==> src/rtl/uart_pkg.sv <==
// rtl/uart_pkg.sv - shared UART constants and receiver state encoding
//
// Purpose : constants and types shared by the UART receive path.
// Contents: BITWIDTH       - default data bits per frame
//           OVERSAMPLE_DEF - default baud ticks per serial bit
//           rx_state_e     - receive framer state encoding
package uart_pkg;

    localparam int BITWIDTH       = 8;
    localparam int OVERSAMPLE_DEF = 16;

    typedef enum logic [2:0] {
        ST_IDLE   = 3'd0,
        ST_START  = 3'd1,
        ST_DATA   = 3'd2,
        ST_PARITY = 3'd3,
        ST_STOP   = 3'd4
    } rx_state_e;

endpackage

==> src/rtl/uart_baud_tick.sv <==
// rtl/uart_baud_tick.sv - programmable baud tick generator
//
// Purpose : free-running counter 0..BAUD_VAL producing a one-cycle TICK on
//           every wrap, i.e. one tick every BAUD_VAL+1 PCLK cycles.
// Ports   : PCLK     in  clock, rising edge
//           PRESET   in  synchronous active-high reset
//           BAUD_VAL in  8-bit divider
//           TICK     out one-cycle pulse on wrap
module uart_baud_tick (
    input  logic       PCLK,
    input  logic       PRESET,
    input  logic [7:0] BAUD_VAL,
    output logic       TICK
);

    logic [7:0] cnt_q;
    logic [7:0] cnt_d;
    logic [7:0] limit_q;
    logic [7:0] limit_d;
    logic       wrap;

    // The divider is captured only at a wrap, so a BAUD_VAL change never
    // shortens or stretches the period already in progress.
    assign wrap = (cnt_q == limit_q);
    assign TICK = wrap;

    always_comb begin
        cnt_d   = cnt_q + 8'd1;
        limit_d = limit_q;
        if (wrap) begin
            cnt_d   = 8'd0;
            limit_d = BAUD_VAL;
        end
    end

    always_ff @(posedge PCLK) begin
        if (PRESET) begin
            cnt_q   <= 8'd0;
            limit_q <= BAUD_VAL;
        end else begin
            cnt_q   <= cnt_d;
            limit_q <= limit_d;
        end
    end

endmodule

==> src/rtl/uart_rx_framer.sv <==
// rtl/uart_rx_framer.sv - oversampling UART receiver with held-byte interface
//
// Purpose : synchronizes RX, detects a start edge, samples each bit at
//           mid-bit using an oversampled baud tick, checks optional parity
//           and the stop bit, and holds the received byte until RD_ACK.
// Ports   : PCLK        in  clock, rising edge
//           PRESET      in  synchronous active-high reset
//           BAUD_VAL    in  tick divider (tick every BAUD_VAL+1 cycles)
//           PARITY_EN   in  parity bit present (captured at frame start)
//           PARITY_ODD  in  odd parity select (captured at frame start)
//           RX          in  asynchronous serial line, idle high
//           RD_ACK      in  one-cycle consume pulse for the held byte
//           DATAOUT     out held byte
//           RXRDY       out held byte not yet consumed
//           PARITY_ERR  out parity mismatch on the held byte
//           FRAMING_ERR out stop bit was 0 on the held byte
//           OVERFLOW    out sticky, a frame arrived while RXRDY=1
module uart_rx_framer
    import uart_pkg::*;
#(
    parameter int DATA_WIDTH = BITWIDTH,
    parameter int OVERSAMPLE = OVERSAMPLE_DEF
) (
    input  logic                  PCLK,
    input  logic                  PRESET,
    input  logic [7:0]            BAUD_VAL,
    input  logic                  PARITY_EN,
    input  logic                  PARITY_ODD,
    input  logic                  RX,
    input  logic                  RD_ACK,
    output logic [DATA_WIDTH-1:0] DATAOUT,
    output logic                  RXRDY,
    output logic                  PARITY_ERR,
    output logic                  FRAMING_ERR,
    output logic                  OVERFLOW
);

    localparam int        BCW      = (DATA_WIDTH > 1) ? $clog2(DATA_WIDTH) : 1;
    localparam logic [3:0] MID_CNT = 4'(OVERSAMPLE / 2 - 1);
    localparam logic [3:0] BIT_END = 4'(OVERSAMPLE - 1);
    localparam logic [BCW-1:0] BIT_LAST = BCW'(DATA_WIDTH - 1);

    logic tick;

    uart_baud_tick u_baud_tick (
        .PCLK     (PCLK),
        .PRESET   (PRESET),
        .BAUD_VAL (BAUD_VAL),
        .TICK     (tick)
    );

    // ------------------------------------------------------------------
    // RX synchronizer and falling-edge detector. All flops idle at 1 so a
    // line that is already low after reset is not mistaken for an edge
    // until it has actually been seen high.
    // ------------------------------------------------------------------
    logic rx_meta_q;
    logic rx_s_q;
    logic rx_prev_q;
    logic rx_fall;

    always_ff @(posedge PCLK) begin
        if (PRESET) begin
            rx_meta_q <= 1'b1;
            rx_s_q    <= 1'b1;
            rx_prev_q <= 1'b1;
        end else begin
            rx_meta_q <= RX;
            rx_s_q    <= rx_meta_q;
            rx_prev_q <= rx_s_q;
        end
    end

    assign rx_fall = rx_prev_q & ~rx_s_q;

    // ------------------------------------------------------------------
    // Framing state machine
    // ------------------------------------------------------------------
    rx_state_e             state_q, state_d;
    logic [3:0]            samp_q, samp_d;
    logic [BCW-1:0]        bit_q, bit_d;
    logic [DATA_WIDTH-1:0] shift_q, shift_d;
    logic                  par_en_q, par_en_d;
    logic                  par_odd_q, par_odd_d;
    logic                  par_bit_q, par_bit_d;
    logic                  frame_done;

    always_comb begin
        state_d    = state_q;
        samp_d     = samp_q;
        bit_d      = bit_q;
        shift_d    = shift_q;
        par_en_d   = par_en_q;
        par_odd_d  = par_odd_q;
        par_bit_d  = par_bit_q;
        frame_done = 1'b0;

        case (state_q)
            ST_IDLE: begin
                samp_d = 4'd0;
                bit_d  = '0;
                if (rx_fall) begin
                    state_d   = ST_START;
                    par_en_d  = PARITY_EN;
                    par_odd_d = PARITY_ODD;
                end
            end

            ST_START: begin
                if (tick) begin
                    if (samp_q == MID_CNT) begin
                        // Line back high at mid-start means it was a glitch.
                        samp_d  = 4'd0;
                        bit_d   = '0;
                        state_d = rx_s_q ? ST_IDLE : ST_DATA;
                    end else begin
                        samp_d = samp_q + 4'd1;
                    end
                end
            end

            ST_DATA: begin
                if (tick) begin
                    if (samp_q == BIT_END) begin
                        samp_d  = 4'd0;
                        shift_d = {rx_s_q, shift_q[DATA_WIDTH-1:1]};
                        if (bit_q == BIT_LAST) begin
                            bit_d   = '0;
                            state_d = par_en_q ? ST_PARITY : ST_STOP;
                        end else begin
                            bit_d = bit_q + 1'b1;
                        end
                    end else begin
                        samp_d = samp_q + 4'd1;
                    end
                end
            end

            ST_PARITY: begin
                if (tick) begin
                    if (samp_q == BIT_END) begin
                        samp_d    = 4'd0;
                        par_bit_d = rx_s_q;
                        state_d   = ST_STOP;
                    end else begin
                        samp_d = samp_q + 4'd1;
                    end
                end
            end

            ST_STOP: begin
                if (tick) begin
                    if (samp_q == BIT_END) begin
                        samp_d     = 4'd0;
                        frame_done = 1'b1;
                        state_d    = ST_IDLE;
                    end else begin
                        samp_d = samp_q + 4'd1;
                    end
                end
            end

            default: begin
                state_d = ST_IDLE;
                samp_d  = 4'd0;
                bit_d   = '0;
            end
        endcase
    end

    always_ff @(posedge PCLK) begin
        if (PRESET) begin
            state_q   <= ST_IDLE;
            samp_q    <= 4'd0;
            bit_q     <= '0;
            shift_q   <= '0;
            par_en_q  <= 1'b0;
            par_odd_q <= 1'b0;
            par_bit_q <= 1'b0;
        end else begin
            state_q   <= state_d;
            samp_q    <= samp_d;
            bit_q     <= bit_d;
            shift_q   <= shift_d;
            par_en_q  <= par_en_d;
            par_odd_q <= par_odd_d;
            par_bit_q <= par_bit_d;
        end
    end

    // ------------------------------------------------------------------
    // Held-byte register and status flags
    // ------------------------------------------------------------------
    logic new_perr;
    logic new_ferr;

    // Odd parity expects data^bit == 1, even expects 0.
    assign new_perr = par_en_q & (((^shift_q) ^ par_bit_q) != par_odd_q);
    // Valid only in the frame_done cycle, when rx_s is the stop sample.
    assign new_ferr = ~rx_s_q;

    logic [DATA_WIDTH-1:0] dout_q, dout_d;
    logic                  rdy_q, rdy_d;
    logic                  perr_q, perr_d;
    logic                  ferr_q, ferr_d;
    logic                  ovf_q, ovf_d;
    logic                  ack;

    // An acknowledge only means something while a byte is held.
    assign ack = RD_ACK & rdy_q;

    always_comb begin
        dout_d = dout_q;
        rdy_d  = rdy_q;
        perr_d = perr_q;
        ferr_d = ferr_q;
        ovf_d  = ovf_q;

        if (frame_done) begin
            if (!rdy_q || ack) begin
                dout_d = shift_q;
                perr_d = new_perr;
                ferr_d = new_ferr;
                rdy_d  = 1'b1;
                if (ack) begin
                    ovf_d = 1'b0;
                end
            end else begin
                // Consumer is behind: keep the old byte, flag the loss.
                ovf_d = 1'b1;
            end
        end else if (ack) begin
            rdy_d  = 1'b0;
            perr_d = 1'b0;
            ferr_d = 1'b0;
            ovf_d  = 1'b0;
        end
    end

    always_ff @(posedge PCLK) begin
        if (PRESET) begin
            dout_q <= '0;
            rdy_q  <= 1'b0;
            perr_q <= 1'b0;
            ferr_q <= 1'b0;
            ovf_q  <= 1'b0;
        end else begin
            dout_q <= dout_d;
            rdy_q  <= rdy_d;
            perr_q <= perr_d;
            ferr_q <= ferr_d;
            ovf_q  <= ovf_d;
        end
    end

    assign DATAOUT     = dout_q;
    assign RXRDY       = rdy_q;
    assign PARITY_ERR  = perr_q;
    assign FRAMING_ERR = ferr_q;
    assign OVERFLOW    = ovf_q;

endmodule

==> config.mk <==
export PLATFORM = sky130hd
export DESIGN_NAME = uart_rx_framer
export DESIGN_NICKNAME = d
export VERILOG_FILES = /design/src/rtl/uart_pkg.sv /design/src/rtl/uart_baud_tick.sv /design/src/rtl/uart_rx_framer.sv
export SDC_FILE = /design/constraint.sdc
export NUM_CORES = 1
export LEC_CHECK = 0
export CORE_MARGIN = 3
export CORE_UTILIZATION = 45
export DETAILED_ROUTE_END_ITERATION = 6
export PLACE_DENSITY = 0.72
export SYNTH_ARGS = -nofsm -noshare
export SYNTH_HDL_FRONTEND = slang
export SYNTH_SLANG_ARGS = --single-unit
==> constraint.sdc <==
create_clock -name PCLK -period 2.2 [get_ports PCLK]
set_clock_uncertainty 0.15 [all_clocks]
set_input_delay 0.33 -clock PCLK [delete_from_list [all_inputs] [get_ports PCLK]]
set_output_delay 0.33 -clock PCLK [all_outputs]
set_load 0.005 [all_outputs]
==> results of run 1 <==
layer usage:
layer / up-vias / global-route usage, % / share of wire, %
li1: 877 / - / -
met1: 813 / 21.1 / 46
met2: 39 / 25.7 / 49
met3: 6 / 4.52 / 4.6
met4: 0 / 4.27 / 1.1
met5: - / 0 / 0
through the flow:
stage	area (µm²)	power, µW	setup WS [ns]	hold slack [ns]	instances
floorplan	2290	1080	0.261	0.239	233
global placement	2680	1140	0.231	0.250	328
detailed placement	2680	1140	0.193	0.248	328
CTS	2770	1670	0.174	0.274	336
global route	2770	1730	0.0317	0.289	336
finish	2770	1660	0.191	0.269	336
cell usage in the layout (no fill, tap or decap), types with 3 or more instances in the layout:
cell type	count
sky130_fd_sc_hd__nor2_1	32
sky130_fd_sc_hd__nand3_1	7
sky130_fd_sc_hd__inv_1	6
sky130_fd_sc_hd__and3_1	5
sky130_fd_sc_hd__clkbuf_8	5
sky130_fd_sc_hd__nand4_1	4
sky130_fd_sc_hd__dfxtp_1	44
sky130_fd_sc_hd__mux2i_1	21
sky130_fd_sc_hd__nand2b_1	3
sky130_fd_sc_hd__xor2_1	5
sky130_fd_sc_hd__nor3_1	4
sky130_fd_sc_hd__xnor2_1	19
sky130_fd_sc_hd__o21ai_0	6
sky130_fd_sc_hd__buf_4	11
sky130_fd_sc_hd__a21oi_1	9
sky130_fd_sc_hd__ha_1	4
sky130_fd_sc_hd__edfxtp_1	8
sky130_fd_sc_hd__nand2_1	16
sky130_fd_sc_hd__clkdlybuf4s50_1	25
flip-flops by register name (all words and copies together), names as in the netlist:
name / flops
state_q: 3
PARITY_ERR: 1
FRAMING_ERR: 1
u_baud_tick.cnt_q: 8
DATAOUT: 8
par_en_q: 1
rx_meta_q: 1
RXRDY: 1
rx_prev_q: 1
rx_s_q: 1
OVERFLOW: 1
bit_q: 3
par_odd_q: 1
par_bit_q: 1
shift_q: 8
u_baud_tick.limit_q: 8
samp_q: 4
final cells by class:
| class | count | area [µm²] |
|---|---|---|
| Clock inverter | 2 | 16.3 |
| Inverter | 7 | 26.3 |
| Fill cell | 437 | 2050 |
| Clock buffer | 6 | 72.6 |
| Sequential cell | 52 | 1120 |
| Timing Repair Buffer | 36 | 333 |
| Tap cell | 67 | 83.8 |
| Multi-Input combinational cell | 166 | 1110 |
cells in the mapped netlist (2+ instances only):
cell,instances
sky130_fd_sc_hd__o21a_1,2
sky130_fd_sc_hd__nor3_1,4
sky130_fd_sc_hd__nand3b_1,2
sky130_fd_sc_hd__ha_1,4
sky130_fd_sc_hd__o21ai_0,7
sky130_fd_sc_hd__nand2b_1,3
sky130_fd_sc_hd__nor4_1,2
sky130_fd_sc_hd__inv_1,6
sky130_fd_sc_hd__clkbuf_1,4
sky130_fd_sc_hd__xor2_1,5
sky130_fd_sc_hd__or3_1,2
sky130_fd_sc_hd__nand4_1,4
sky130_fd_sc_hd__o311ai_0,2
sky130_fd_sc_hd__edfxtp_1,8
sky130_fd_sc_hd__nor2_1,32
sky130_fd_sc_hd__nand3_1,7
sky130_fd_sc_hd__nand2_1,17
sky130_fd_sc_hd__nand4b_1,2
sky130_fd_sc_hd__mux2i_1,21
sky130_fd_sc_hd__a21oi_1,9
sky130_fd_sc_hd__dfxtp_1,44
sky130_fd_sc_hd__or2_2,2
sky130_fd_sc_hd__xnor2_1,19
sky130_fd_sc_hd__buf_2,3
sky130_fd_sc_hd__and3_1,5
worst register-to-register path: stages, from the launching register on:
cell and delay [ns]:
sky130_fd_sc_hd__edfxtp_1 0.42, sky130_fd_sc_hd__xnor2_1 0.24, sky130_fd_sc_hd__nand4_2 0.19, sky130_fd_sc_hd__or4_4 0.66, sky130_fd_sc_hd__mux2i_1 0.20, sky130_fd_sc_hd__nor2_1 0.05
power groups by stage:
stage | registers [µW] | logic (µW) | clock network (µW)
2_1_floorplan | 1020 | 68.3 | 0
3_3_place_gp | 1020 | 116 | 0
3_5_place_dp | 1020 | 116 | 0
4_1_cts | 999 | 116 | 558
5_1_grt | 1000 | 129 | 596
6_report | 999 | 116 | 547
worst max-delay path by stage:
stage               cells past startpoint              startpoint              endpoint  slack [ns]
floorplan                               6  u_baud_tick.limit_q[1]            shift_q[1]        0.26
global placement                        5  u_baud_tick.limit_q[6]            shift_q[2]        0.23
detailed placement                      5  u_baud_tick.limit_q[6]            shift_q[3]        0.19
CTS                                     6  u_baud_tick.limit_q[6]  u_baud_tick.cnt_q[6]        0.17
global route                            6  u_baud_tick.limit_q[4]              bit_q[2]        0.03
finish                                  5  u_baud_tick.limit_q[6]            shift_q[3]        0.19
logic make-up (layout without fill, tap and decap cells):
logic type,Yosys count,count (layout),share of synthesized area (%)
adders and majority gates,4,4,2.18
and+or+nand+nor,91,91,20.2
xor gates and xnor gates,25,25,10.1
AOI/OAI and AO/OA,25,25,6.54
muxes,21,21,9.16
DFF,52,52,48.9
buffers and inverters,15,51,2.94
repair_timing:
action | CTS | global route
resized for setup | 0 | 2
endpoints found under the setup margin | 0 | 6
setup buffers | 0 | 0
==> summary.txt, run 1 <==
Yosys
  • Register bit total from synthesis: 52
  • Leading area contributor after synthesis: sky130_fd_sc_hd__dfxtp_1
  • Synth top area cells: sky130_fd_sc_hd__dfxtp_1, sky130_fd_sc_hd__edfxtp_1, sky130_fd_sc_hd__mux2i_1
  • Sequential-to-total area share from yosys stat: approximately half
  • Number of standard cells after synthesis: 233
  • Post-synth EDFFs: 8
  • Main flop type after synthesis: sky130_fd_sc_hd__dfxtp_1
  • Netlist area before placement: 2290 µm²
  • Asr flop ratio synth: 0%
  • Unique cell type count in the Yosys netlist: 42
  • Average size of a mapped cell: 9.85 µm²
  • Share of Yosys cell area claimed by the top area cell type: between 30% and 40%
  • Syn. warnings: 0
  • Net count after synthesis: ~250

Floorplan
  • Horiz. Die Dim: slightly below 80 µm
  • Die outline area: 5990 µm²
  • Total I/O pin count: 26
  • Die boundary height: just under 80 µm
  • Rows: 25
  • Initial standard-cell utilization of the core: 47.6%
  • Core Box Area: 4820 µm²

Finish
  • Layout-stage area growth over the synthesis result: 20.6%
  • Number of nets in the layout: 286
  • Antenna diode count: 0
  • Proportion of layout cells with a drive suffix above 1: 9.29%
  • Final core utilization: 57.5%

Worst setup path
  • Reg2reg setup slack: 0.19 ns
  • WP data required: approximately 2.3 ns
  • Reg2reg start: u_baud_tick.limit_q[6]
  • Peak fanout along the critical path: 8
  • Worst R2R Path Depth: 5
  • CP Data Arrival Time: between 2 and 2.5 ns
  • Library cell contributing the largest single delay on the critical path: sky130_fd_sc_hd__or4_4
  • Cell-by-cell listing of the critical path: xnor2_1 > nand4_2 > or4_4 > mux2i_1 > nor2_1
  • End of the worst register-to-register path: shift_q[3]
  • Crit path capture type: register
  • Worst setup path class: reg2reg
  • Delay of the slowest critical-path stage: 0.66 ns
  • Worst setup SP type: register
  • Cell type group with the largest total delay on the critical path: simple AND/OR/NAND/NOR gates
  • Critical path buffer and inverter count: 0

Timing
  • Final hold violations: 0
  • Part of the cycle the worst path needs: around 91%
  • Final critical-path required period: 2.01 ns
  • Max-slew headroom: 64.3%
  • Final setup viols: 0
  • Transition time at the pin with the least slew margin: between 0.5 and 0.6 ns
  • Final TNS setup: 0 ns
  • Fmax: 0.498 GHz
  • Max-slew violation count: 0
  • Unrepaired setup endpoints after global routing: false

Run status
  • Result of the run: completed

Power and ir drop
  • Clock network power share: 32.9%
  • Power share of the combinational group: 7.0%
  • Leakage component of the power: 0.00104 µW
  • Switching power summed over all nets: 393 µW
  • Sw frac: between 20% and 30%
  • Register share of total power: 60.1%
  • Power Internal: 1270 µW
  • Pwr per Cell Area: roughly 600 nW/µm²
  • VDD IR max: 0.385 mV

Clock tree
  • H-tree depth: 2
  • Quantity of hold-fixing buffers added after cts: 0
  • # clock sinks: 52
  • TritonCTS clock tree: built
  • Total CTS buffers: 5
  • Insertion delay to the later sink of the worst-skew pair: 0.31 ns
  • Buffers from clock root to sink, at most: 2
  • Clock root cell: sky130_fd_sc_hd__clkbuf_8
  • Clock-pin slew on the worst setup and hold paths: about 0.09 ns

Routing
  • Per-cell routed wire length: 13.1 µm
  • Starting DRC count in detailed routing: 184
  • Number of nets with antenna violations after detailed routing: 0
  • Drt drc: 0
  • Count of TritonRoute iterations in the first routing pass: 4
  • Routed wire length: about 4.4 mm
  • Vias post-DR: 1735
  • Average vias per placed instance: 5.16

Placed design
  • Final Wtd Congestion: 0.824
  • Port-buffer cells: 25
  • HPWL after detailed placement: around 3.2 mm

Global route
  • Global-route wire length before repair: 7.68 mm
  • Number of antenna violations at the first check in global routing: 0
  • Combined global-route utilization of all metal layers: 16.0%
  • Total global routing overflow: 0
  • Number of global-route vias before repair: between 1.5k and 2k
  • Largest net degree at the start of global routing: 30

Flow run
  • MaxCap Viol Count: 0

Hold path
  • Worst hold-check path type: reg2reg
  • Origin of the worst min-delay path: rx_meta_q
  • Destination of the worst hold path: rx_s_q
  • Worst Hold Path Cells: 1
Note: power is estimated with default switching activity, not from simulation.
==> run 2: changes to the inputs <==
Settings changed: CORE_MARGIN 3 to 2, CORE_UTILIZATION 45 to 55, PLACE_DENSITY 0.72 to 0.84, RECOVER_POWER set to 25.
==> run 2 against run 1 <==
  * Cell area is 0.27% lower
  * Total power is 7.7% higher
  * Via count is 1.7% lower
  * Critical path depth stayed put
  * Die area is 21% lower
  * Final cell count is 5.7% lower
  * First-iteration DRC count is 49% lower
  * Hold slack hardly changed
  * Register-to-register slack worse by 0.05 ns
  * Global-route usage is 4.3 points higher
  * Count of clock-buffer cells in the layout is 1 lower
  * Combinational power hardly changed
  * Largest cell class unchanged
==> summary.txt, run 2 (synthesized netlist as in run 1, its figures left out) <==
Timing
  • Final critical-path required period: 2.06 ns (+0.0518 ns)
  • Final setup viols: 0 (unchanged)
  • Max-slew violation count: 0 (unchanged)
  • Part of the cycle the worst path needs: 93.7% (+2.4 points)
  • Transition time at the pin with the least slew margin: 0.551 ns (+0.0222 ns)
  • Unrepaired setup endpoints after global routing: false
  • Final TNS setup: 0 ns (unchanged)
  • Max-slew headroom: 62.8% (-1.5 points)
  • Fmax: 0.485 GHz (-2.5%)
  • Final hold violations: 0 (unchanged)

Run status
  • Result of the run: completed

Floorplan
  • Horiz. Die Dim: 68.6 µm (-11%)
  • Total I/O pin count: 26 (unchanged)
  • Rows: 23 (-8.0%)
  • Die boundary height: 68.6 µm (-11%)
  • Initial standard-cell utilization of the core: 57.4% (+9.7 points)
  • Core Box Area: 4000 µm² (-17%)
  • Die outline area: 4700 µm² (-21%)

Power and ir drop
  • Pwr per Cell Area: 649 nW/µm² (+8.0%)
  • Leakage component of the power: 0.00108 µW (+3.9%)
  • Sum of internal, switching and leakage power: 1790 µW (+7.7%)
  • VDD IR max: 0.672 mV (+75%)

Clock tree
  • H-tree depth: 2 (unchanged)
  • TritonCTS clock tree: built
  • # clock sinks: 52 (unchanged)
  • Quantity of hold-fixing buffers added after cts: 0 (unchanged)
  • Total CTS buffers: 5 (unchanged)
  • Clock-pin slew on the worst setup and hold paths: 0.10 ns (about the same)
  • Insertion delay to the later sink of the worst-skew pair: 0.31 ns (about the same)
  • Clock root cell: sky130_fd_sc_hd__clkbuf_8
  • Buffers from clock root to sink, at most: 2 (unchanged)

Placed design
  • HPWL after detailed placement: 3.10 mm (-2.6%)
  • Port-buffer cells: 25 (unchanged)
  • Final Wtd Congestion: 0.924 (+12%)

Global route
  • Global-route wire length before repair: 7.02 mm (-8.5%)
  • Combined global-route utilization of all metal layers: 20.3% (+4.3 points)
  • Number of antenna violations at the first check in global routing: 0 (unchanged)
  • Total global routing overflow: 0 (unchanged)
  • Number of global-route vias before repair: 1594 (-5.8%)
  • Largest net degree at the start of global routing: 30 (unchanged)

Worst setup path
  • Crit path capture type: register
  • Critical path origin: u_baud_tick.limit_q[1]
  • Reg2reg start: u_baud_tick.limit_q[1]
  • CP Data Arrival Time: 2.11 ns (+0.05 ns)
  • Peak fanout along the critical path: 8 (unchanged)
  • Worst setup path class: reg2reg
  • WP data required: 2.24 ns (about the same)
  • Worst setup SP type: register

Finish
  • Number of nets in the layout: 284 (-0.70%)
  • Highest-count cells in the layout ignoring fill and taps: sky130_fd_sc_hd__dfxtp_1, sky130_fd_sc_hd__nor2_1, sky130_fd_sc_hd__mux2i_1, sky130_fd_sc_hd__xnor2_1, sky130_fd_sc_hd__nand2_1
  • Proportion of layout cells with a drive suffix above 1: 8.99% (-0.30 points)
  • Antenna diode count: 0 (unchanged)
  • Layout-stage area growth over the synthesis result: 20.3%
  • Most common cell after layout, fill and taps aside: sky130_fd_sc_hd__dfxtp_1

Routing
  • Per-cell routed wire length: 13.7 µm (+4.5%)
  • Drt drc: 0 (unchanged)
  • Starting DRC count in detailed routing: 93 (-49%)
  • Average vias per placed instance: 5.38 (+4.2%)
  • Count of TritonRoute iterations in the first routing pass: 4 (unchanged)
  • Routed wire length: 4.35 mm (-1.5%)
  • Number of nets with antenna violations after detailed routing: 0 (unchanged)
  • Vias post-DR: 1705 (-1.7%)

Hold path
  • Worst hold-check path type: reg2reg
  • Origin of the worst min-delay path: rx_meta_q

Flow run
  • MaxCap Viol Count: 0 (unchanged)
run 2: changes by cell type in the layout (fill, tap and decap cells not counted), sizes merged:
cell           before  now
inv                 6    7
buf                11    9
clkbuf              6    5
clkdlybuf4s50      25    9
dlygate4sd3         0   16
bufinv              0    1
clkinvlp            1    0
run 2: metal layers:
layer  track usage (%)  wire length (µm)  vias up
met5                 0                 0        -
met2              33.7              2060       38
met4              8.00                77        0
li1                  -                 -      875
met3              5.19               229        8
met1              25.2              1980      784
run 2: area by class of cell:
type / instances / area [µm²]
fillers: 303 / 1240
flip-flops and latches: 52 / 1120
multi-input cells: 166 / 1120
repair buffers: 34 / 318
clock buffers: 5 / 68.8
well taps: 50 / 62.6
clock inverters: 3 / 46.3
inverters: 7 / 26.3
run 2: worst paths after layout:
check,endpoint,slack (ns),cells past startpoint
worst max register to register,shift_q[6],0.14,5
worst min-delay path,rx_s_q,0.27,1
worst max-delay path,shift_q[6],0.14,5
worst min register to register,rx_s_q,0.27,1
run 2: per-stage QoR:
| step | std cells | util [%] | setup WS, ns | hold WS (ns) | instance area (µm²) |
|---|---|---|---|---|---|
| final | 317 | 69.0 | 0.139 | 0.268 | 2760 |
| after global routing | 317 | 69.0 | 0.0129 | 0.290 | 2760 |
| after CTS | 316 | 68.7 | 0.130 | 0.273 | 2750 |
| after detailed placement | 308 | 65.8 | 0.164 | 0.247 | 2630 |
| after global placement | 308 | 65.8 | 0.212 | 0.241 | 2630 |
| after floorplan | 233 | - | 0.261 | 0.239 | 2290 |
run 2: report_power, final:
group / switching [µW] / internal, µW / total (µW) / leakage, µW
logic: 58.2 / 55.1 / 113 / 0.000588
registers: 15.9 / 983 / 999 / 0.000434
clock network: 333 / 345 / 678 / 0.0000600
total: 407 / 1380 / 1790 / 0.00108
run 2: worst max-delay path, cell delays in order, from the launching register on:
cell and delay (ns):
sky130_fd_sc_hd__edfxtp_1 0.42, sky130_fd_sc_hd__xnor2_1 0.26, sky130_fd_sc_hd__nand4_2 0.21, sky130_fd_sc_hd__or4_4 0.66, sky130_fd_sc_hd__mux2i_1 0.19, sky130_fd_sc_hd__nor2_1 0.06
run 2: repair_timing:
item | 4_1_cts | 5_1_grt
gates resized for setup | 0 | 2
buffers inserted | 0 | 1
setup endpoints to repair | 0 | 4
